[config.mk]
export PLATFORM = sky130hd
export DESIGN_NAME = control_display
export DESIGN_NICKNAME = d
export VERILOG_FILES = /design/src/rtl/display_pkg.sv /design/src/rtl/control_display_hex7seg.sv /design/src/rtl/control_display.sv
export SDC_FILE = /design/constraint.sdc
export NUM_CORES = 1
export LEC_CHECK = 0
export ABC_AREA = 1
export BUFFER_PORTS_ARGS = -buffer_cell sky130_fd_sc_hd__buf_2
export CORE_MARGIN = 2
export CORE_UTILIZATION = 51
export DETAILED_ROUTE_END_ITERATION = 8
export PLACE_DENSITY = 0.71
export SYNTH_ARGS = -nofsm -noshare
export SYNTH_HDL_FRONTEND = slang
export SYNTH_SLANG_ARGS = --single-unit
export TNS_END_PERCENT = 30
[constraint.sdc]
create_clock -name clk -period 2.9 [get_ports clk]
set_clock_uncertainty 0.1 [all_clocks]
set_input_delay 0.725 -clock clk [delete_from_list [all_inputs] [get_ports clk]]
set_output_delay 0.725 -clock clk [all_outputs]
set_load 0.005 [all_outputs]
[src/rtl/display_pkg.sv]
// display_pkg: shared definitions for the 4-digit multiplexed 7-segment
// display controller.
//   N_DIG    - number of multiplexed digits
//   AN_OFF   - anode pattern with every digit dark (anodes active-low)
//   SEG_OFF  - segment pattern with every segment dark (active-low)
//   HEX_SEG  - active-low g..a patterns for hex values 0x0..0xF
//   commit_st_t - commit state machine encoding
package display_pkg;

  localparam int N_DIG = 4;
  localparam logic [3:0] AN_OFF  = 4'b1111;
  localparam logic [6:0] SEG_OFF = 7'h7F;

  // Entry [v] is the pattern for hex value v; bit 6 = g ... bit 0 = a.
  localparam logic [15:0][6:0] HEX_SEG = {
    7'h0E, 7'h06, 7'h21, 7'h46, 7'h03, 7'h08, 7'h10, 7'h00,
    7'h78, 7'h02, 7'h12, 7'h19, 7'h30, 7'h24, 7'h79, 7'h40
  };

  typedef enum logic {ST_IDLE, ST_PEND} commit_st_t;

endpackage

[src/rtl/control_display_hex7seg.sv]
// hex7seg: combinational hex to 7-segment decoder.
//   hex - 4-bit value 0x0..0xF
//   seg - active-low segments, bit 6 = g ... bit 0 = a
module hex7seg
  import display_pkg::*;
(
  input  logic [3:0] hex,
  output logic [6:0] seg
);

  assign seg = HEX_SEG[hex];

endmodule

[src/rtl/control_display.sv]
// control_display: scan controller for a 4-digit multiplexed 7-segment
// display. Time-slices the segment bus across the digits, double-buffers
// digit contents (shadow written by the game, active shown, copied on a
// commit at a frame boundary), and applies per-digit blanking plus 8-level
// PWM brightness. Optional blink support is built when DISPLAY_BLINK_EN is
// defined.
//   clk, rst_n          - clock, asynchronous active-low reset
//   wr_en/wr_addr/wr_data/wr_dp - shadow digit write port
//   blank[3:0]          - live per-digit blank mask (1 = dark)
//   bright[2:0]         - brightness, duty (bright+1)/8
//   commit              - request shadow->active copy at next frame boundary
//   blink[3:0]          - per-digit blink mask (DISPLAY_BLINK_EN only)
//   busy                - commit pending
//   done                - one-cycle pulse on the copy cycle
//   an[3:0], seg[6:0], dp - active-low display pins, registered
module control_display
  import display_pkg::*;
#(
  parameter int CLK_DIV      = 50000,
  parameter int DEAD_CYC     = 16,
  parameter int BLINK_FRAMES = 125
) (
  input  logic       clk,
  input  logic       rst_n,
  input  logic       wr_en,
  input  logic [1:0] wr_addr,
  input  logic [3:0] wr_data,
  input  logic       wr_dp,
  input  logic [3:0] blank,
  input  logic [2:0] bright,
  input  logic       commit,
`ifdef DISPLAY_BLINK_EN
  input  logic [3:0] blink,
`endif
  output logic       busy,
  output logic       done,
  output logic [3:0] an,
  output logic [6:0] seg,
  output logic       dp
);

  localparam int CW = $clog2(CLK_DIV);

  logic [CW-1:0]            cnt_p0;
  logic [1:0]               idx_p0;
  logic [2:0]               pwm_p0;
  logic                     slot_end, fb, pre_fb;
  logic [N_DIG-1:0]         blink_off;
  logic [N_DIG-1:0][4:0]    shadow, active;
  commit_st_t               state_p0;
  logic                     done_p1;
  logic [4:0]               cur_p0;
  logic [6:0]               seg_dec_p0;
  logic                     lit_p0;
  logic [3:0]               an_p1;
  logic [6:0]               seg_p1;
  logic                     dp_p1;

  assign slot_end = (cnt_p0 == CW'(CLK_DIV - 1));
  assign fb       = slot_end && (idx_p0 == 2'd3);
  // Cycle just before a frame boundary; lets done be registered yet high
  // exactly on the copy cycle.
  assign pre_fb   = (cnt_p0 == CW'(CLK_DIV - 2)) && (idx_p0 == 2'd3);

  // Slot timing: cnt within a digit slot, idx selects the digit, pwm is free-running.
  always_ff @(posedge clk or negedge rst_n) begin
    if (!rst_n) begin
      cnt_p0 <= '0;
      idx_p0 <= '0;
      pwm_p0 <= '0;
    end else begin
      pwm_p0 <= pwm_p0 + 3'd1;
      if (slot_end) begin
        cnt_p0 <= '0;
        idx_p0 <= idx_p0 + 2'd1;
      end else begin
        cnt_p0 <= cnt_p0 + CW'(1);
      end
    end
  end

`ifdef DISPLAY_BLINK_EN
  localparam int FW = (BLINK_FRAMES > 1) ? $clog2(BLINK_FRAMES) : 1;
  logic [FW-1:0] fcnt;
  logic          phase;

  always_ff @(posedge clk or negedge rst_n) begin
    if (!rst_n) begin
      fcnt  <= '0;
      phase <= 1'b0;
    end else if (fb) begin
      if (fcnt == FW'(BLINK_FRAMES - 1)) begin
        fcnt  <= '0;
        phase <= ~phase;
      end else begin
        fcnt <= fcnt + FW'(1);
      end
    end
  end

  assign blink_off = phase ? blink : '0;
`else
  logic [31:0] unused_blink_frames;
  assign unused_blink_frames = BLINK_FRAMES;
  assign blink_off = '0;
`endif

  // Shadow buffer: game-side writes only.
  always_ff @(posedge clk or negedge rst_n) begin
    if (!rst_n) begin
      shadow <= '0;
    end else if (wr_en) begin
      shadow[wr_addr] <= {wr_dp, wr_data};
    end
  end

  // Commit FSM; the copy reads shadow before any same-cycle write lands.
  always_ff @(posedge clk or negedge rst_n) begin
    if (!rst_n) begin
      state_p0 <= ST_IDLE;
      done_p1  <= 1'b0;
      active   <= '0;
    end else begin
      done_p1 <= pre_fb && ((state_p0 == ST_PEND) || commit);
      case (state_p0)
        ST_IDLE: if (commit) state_p0 <= ST_PEND;
        ST_PEND: if (fb) begin
          active   <= shadow;
          state_p0 <= ST_IDLE;
        end
        default: state_p0 <= ST_IDLE;
      endcase
    end
  end

  assign busy = (state_p0 == ST_PEND);
  assign done = done_p1;

  // Stage p0: digit select, decode and lit decision.
  assign cur_p0 = active[idx_p0];

  hex7seg u_hex7seg (
    .hex (cur_p0[3:0]),
    .seg (seg_dec_p0)
  );

  assign lit_p0 = (cnt_p0 >= CW'(DEAD_CYC)) && (pwm_p0 <= bright) &&
                  !blank[idx_p0] && !blink_off[idx_p0];

  // Stage p1: registered pin drivers.
  always_ff @(posedge clk or negedge rst_n) begin
    if (!rst_n) begin
      an_p1  <= AN_OFF;
      seg_p1 <= SEG_OFF;
      dp_p1  <= 1'b1;
    end else begin
      an_p1  <= lit_p0 ? ~(4'b0001 << idx_p0) : AN_OFF;
      seg_p1 <= lit_p0 ? seg_dec_p0 : SEG_OFF;
      dp_p1  <= lit_p0 ? ~cur_p0[4] : 1'b1;
    end
  end

  assign an  = an_p1;
  assign seg = seg_p1;
  assign dp  = dp_p1;

endmodule

Word-level counts from Yosys, hierarchy flattened
Memories as Yosys holds them, arrays and structs flattened.
Cells that the tools add are included.
{"block": "totals", "rom_bits": 112, "ram_bits": 0, "register_bits": 75, "memories": 1, "latchBits": 0, "out_inout_bits": 14, "word_cells": 61}
{"block": "op_classes", "reduce_logical": 11, "eq_ne": 3, "n_mul": 0, "bitwise": 3, "shift": 1, "order_cmp": 6, "add_sub_neg": 3, "mux": 17, "n_div": 0}
{"memory": "(name not given)", "depth": 16, "word_bits": 7, "rd": 1, "rd_clocked_by_memory_dff": 0, "wr": 0, "line": "control_display_hex7seg.sv:11", "source": "assign seg = HEX_SEG[hex];"}
{"cell": "== test 16 bit, second input constant", "count": 2}
{"cell": "bitwise mux 20 bit", "count": 1}
{"cell": "adder 16 x 1 -> 16 bit, second input constant", "count": 1}
{"cell": ">= comparator 16 x 5 -> 1 bit, second input constant", "count": 1}
{"cell": "two-way mux 16 bit", "count": 1}
{"cell": "two-way mux 7 bit", "count": 2}
{"cell": "binary-select mux 5 bit (select 2 bit)", "count": 1}
{"cell": "demux 5 bit (select 2 bit)", "count": 1}
{"cell": "two-way mux 5 bit", "count": 2}
{"cell": "logical AND 1 bit", "count": 7}
{"cell": "less-than comparator 2 x 3 -> 1 bit, second input constant", "count": 2}
{"cell": "less-than comparator 4 x 5 -> 1 bit, second input constant", "count": 1}
{"cell": "two-way mux 1 bit", "count": 5}
{"cell": "binary-select mux 1 bit (select 2 bit)", "count": 2}
{"cell": "two-way mux 4 bit", "count": 1}
{"cell": "NOT 4 bit", "count": 1}
{"cell": "left shift 1 x 2 -> 4 bit, first input constant", "count": 1}
{"cell": "adder 3 x 1 -> 3 bit, second input constant", "count": 1}
{"cell": "<= comparator 3 bit", "count": 1}
{"cell": "adder 2 x 1 -> 2 bit, second input constant", "count": 1}
{"cell": "== test 2 bit, second input constant", "count": 1}
{"cell": ">= comparator 2 x 1 -> 1 bit, second input constant", "count": 1}
{"cell": "logical NOT 1 bit", "count": 2}
{"cell": "NOT 1 bit", "count": 2}
{"cell": "3 further kinds", "count": 3}

Longest topological paths before layout
{"block": "logic_depth", "depth_word": 6, "depth_mapped": 11, "depth_no_buf": 10}

By module
A second synthesis with hierarchy kept.
{"block": "hier_totals", "cells_unflattened": 467, "area_unflattened_um2": 3936.3}
{"mod": "control_display", "seq_area_each_um2": 1891.8, "area_each_um2": 3656.0, "instances": 1, "cells_each": 415}
{"mod": "hex7seg", "seq_area_each_um2": 0.0, "area_each_um2": 280.3, "instances": 1, "cells_each": 52}

Worst setup path before layout
Ideal clock, no wire load.
{"block": "synth_path", "kind": "input -> register", "startpoint": "input bright[2]", "endpoint": "register seg_p1[3], in the netlist seg[3]", "cell_stages": 8, "path_slack_ns": 1.090, "n_path_buf": 0, "t_arrival_ns": 1.625, "required_time_ns": 2.715, "path_cell_list": "inv_1 ha_1 a21oi_1 nand2_1 nand2_1 nand2_1 nor2_8 nand3_1"}
{"block": "synth_via", "elab_chain_cells": 5}
{"item": "start, declared", "line": "control_display.sv:30", "source": "input logic [2:0] bright,"}
{"item": "<= comparator 3 bit", "line": "control_display.sv:147", "source": "assign lit_p0 = (cnt_p0 >= CW'(DEAD_CYC)) && (pwm_p0 <= bright) &&"}
{"item": "logical AND 1 bit (2 in series)", "line": "control_display.sv:147"}
{"item": "logical AND 1 bit", "line": "control_display.sv:148", "source": "!blank[idx_p0] && !blink_off[idx_p0];"}
{"item": "two-way mux 7 bit", "line": "control_display.sv:158", "source": "seg_p1 <= lit_p0 ? seg_dec_p0 : SEG_OFF;"}
{"item": "end signal, assigned", "line": "control_display.sv:158"}
{"item": "end, declared", "line": "control_display.sv:56", "source": "logic [6:0] seg_p1;"}
Every way passes these cells.
A chain may end at the register's enable or synchronous reset.

Final worst setup path
{"block": "layout_path", "startpoint": "register idx_p0[0]", "endpoint": "register seg_p1[5], in the netlist seg[5]"}
{"block": "layout_via", "elab_chain_cells": 6, "word_cells_on_any_way": 13}
{"item": "start, declared", "line": "control_display.sv:45", "source": "logic [1:0] idx_p0;"}
{"item": "start signal, assigned", "line": "control_display.sv:75", "source": "idx_p0 <= idx_p0 + 2'd1;"}
{"item": "parallel branches: the longest is 5 deep, another holds memory read (16 x 7 bit)"}
{"item": "two-way mux 7 bit (*)", "line": "control_display.sv:158"}
Every way passes the cells marked *. The select of a mux whose other input is x is not followed.

==> flow_summary.yaml <==
layout:
  nets: 515
  layout-drive-gt1-share: 0.196
  diodes: 0
  area_delta_synth_final_pct: 11.2
logic_synthesis:
  yosysSeqAreaShare: 0.491
  synth_fp_nets: 480
  yosys_warnings: 0
  netlist_area_um2: 3850
  ys_types: 31
  ys_seq_elements: 75
  synth_edf_count: 0
  muxShareOfSynthArea: 0
  synth_compound_area_frac: 0.0367
  syn-mean-instance-area_um2: 8.66
  syn_inst: 445
  synthSimpleGateAreaFrac: 0.326
  synth_top_area_frac: 0.409
  synth_top_flop_cell: "dfrtp_1"
  synth_top_family_by_area: "simple AND/OR/NAND/NOR gates"
  synthArstFlopShare: 1.00
  synth.largest_area_cell: "dfrtp_1"
  yosys-top-cells-area: "dfrtp_1 41%, nand2_1 13%, dfstp_2 8.2%"
  synth_xor_area_frac: 0.0227
  synthAdderAreaFrac: 0.0552
cts:
  clock_sinks: 75
  postCtsHoldBufs: 0
  cts_root_buffer: "clkbuf_8"
  cts_tree: "built"
  clockBufferDepth: 2
  cts_inserted_buffers: 9
  post_cts_resized: 0
  clk_latency_ns: 0.36
  cts_max_level: 3
  post_cts_buffers: 0
  clk_pin_slew_ns: 0.08
placed_design:
  gp_congestion: 0.900
  io_buffers: 31
  hpwlAfterDp_um: 5470
drt:
  drtIter0Drc: 174
  firstDrtPassIters: 4
  vias: 2946
  viasPerCell: 5.04
  avgRoutedWirePerCell_um: 12.9
  drtAntennaViolNets: 0
  drcViolationCount: 0
  routed_wl_um: 7540
setup_path:
  critPathCaptureType: "register"
  ff2ff_path_depth: 10
  critPathRequiredTime_ns: 3.08
  arrival_ns: 2.26
  crit_path_max_incr_delay_ns: 0.62
  worstPathMaxFanout: 15
  start_kind: "register"
  cp_num_buf_inv: 2
  critPathKind: "reg -> reg"
  worst_path_max_delay_cell: "dfrtp_1"
  path_common_cell: "nand2_1"
  cp.depth: 10
  path_cells: "inv_2 > nand2_1 > nand3_1 > nand2_1 > inv_1 > ha_1 > nand3_1 > nor2_1 > nor2_1 > nand2_1"
  path_delay_family: "simple AND/OR/NAND/NOR gates"
global_route:
  grt_usage: 0.201
  grt_pass1_vias: 2791
  grt_pass1_wl_um: 13400
  grt_start_max_net_pins: 28
  antenna_found_initial: 0
  gr-total-overflow: 0
hold_path:
  worstHoldPathType: "in -> async"
power_and_ir_drop:
  total_power_w: 0.00208
  swShare: 0.252
  power.leakage_nw: 2.27
  pwr_density_cell_nw_per_um2: 485
  clock_power_share: 0.405
  power.net_switching_w: 0.000523
  peakVddDrop_v: 0.000425
  seq_power_share: 0.543
  p_comb_frac: 0.052
  intPower_w: 0.00155
die:
  row_count: 31
  die_y_um: 90.9
  ios: 32
  die_w_um: 90.9
  initial_utilization: 0.528
  fp.dieArea_um2: 8260
  core_um2: 7290
timing:
  finalSetupTns_ns: 0
  fin_crit_sh: 0.718
  hold_viol_final: 0
  period_needed_ns: 2.08
  worst_pin_slew_ns: 0.758
  setup_violations: 0
  drv_slew: 0
  slew_headroom: 0.493
  whs_ns: 0.216
  fmax_mhz: 480
  rsz0062_at_grt: "no"
run_status:
  status: "complete, no violations"
flow_run:
  cap_viol_max_count: 0
## worst paths after layout
kind / startpoint / endpoint / slack (ns)
worst max-delay path: idx_p0[0] / seg[5] / 0.82
worst min-delay path: rst_n / cnt_p0[1] / 0.22
worst max register to register: idx_p0[0] / seg[5] / 0.82
worst min register to register: pwm_p0[0] / pwm_p0[0] / 0.35
max in group asynchronous: rst_n / seg[5] / 1.80
min in group clk: pwm_p0[0] / pwm_p0[0] / 0.35
## cells in the mapped netlist (5+ instances only)
master	count
nand2_1	136
dfrtp_1	63
nand3_1	38
inv_1	34
nor2_1	34
nand4_1	22
o21ai_0	22
ha_1	17
dfstp_2	12
xor2_1	10
nand2_2	7
nor3_1	7
buf_6	5
inv_2	5
## metal layers
metal / track usage / up-vias / wire length [um]
li1: - / 1510 / -
met4: 0.0543 / 0 / 79
met1: 0.281 / 1367 / 3690
met3: 0.0467 / 8 / 292
met2: 0.318 / 61 / 3480
met5: 0 / - / 0
## power groups by stage
stage | Combinational (W) | Clock, W | Sequential, W
after floorplan | 0.0000525 | 0 | 0.00114
after global placement | 0.000106 | 0 | 0.00115
after detailed placement | 0.000111 | 0 | 0.00115
after CTS | 0.000111 | 0.000860 | 0.00113
after global routing | 0.000127 | 0.000899 | 0.00114
final | 0.000108 | 0.000841 | 0.00113
## layout make-up
| cell class | count | area (um^2) |
|---|---|---|
| fill | 681 | 3010 |
| sequential | 75 | 1890 |
| multi-input combinational | 317 | 1700 |
| timing repair buffer | 35 | 198 |
| inverter | 42 | 165 |
| clock buffer | 9 | 124 |
| tap | 99 | 124 |
| clock inverter | 7 | 82.6 |
## kinds of logic after synthesis
group,Yosys count
DFF,75
xor gates and xnor gates,10
AOI/OAI and AO/OA,27
and+or+nand+nor,263
buffers and inverters,53
adders and majority gates,17
## registers in the layout, indices dropped and copies added (netlist names)
register and count:
cnt_p0 16, busy 1, seg 7, shadow 20, done 1, an 4
active 20, pwm_p0 3, dp 1, idx_p0 2
## metrics by stage
stage | area [um^2] | std cells | setup slack (ns) | utilization
2_1_floorplan | 3850 | 445 | 1.09 | -
3_3_place_gp | 4080 | 568 | 0.962 | 0.559
3_5_place_dp | 4080 | 568 | 0.835 | 0.559
4_1_cts | 4280 | 584 | 0.822 | 0.588
5_1_grt | 4280 | 584 | 0.571 | 0.588
6_report | 4280 | 584 | 0.818 | 0.588
## cells in the final DEF (no fill, tap or decap), types with 5 or more instances in the layout
cell / count
nand3_1: 38
dfstp_2: 12
clkbuf_8: 9
xor2_1: 10
ha_1: 17
dfrtp_1: 63
o21ai_0: 22
nor3_1: 7
nand2_1: 136
inv_2: 5
nand2_2: 7
nand4_1: 22
nor2_1: 34
buf_2: 31
inv_1: 34
## worst register-to-register path: cells and delay by family (launching register included)
| family | cells | cell delay (ns) |
|---|---|---|
| buf+inv | 2 | 0.34 |
| fa+ha+maj | 1 | 0.25 |
| simple gates | 7 | 0.71 |
| flops | 1 | 0.62 |
No activity file was read; power rests on OpenSTA's default activity.
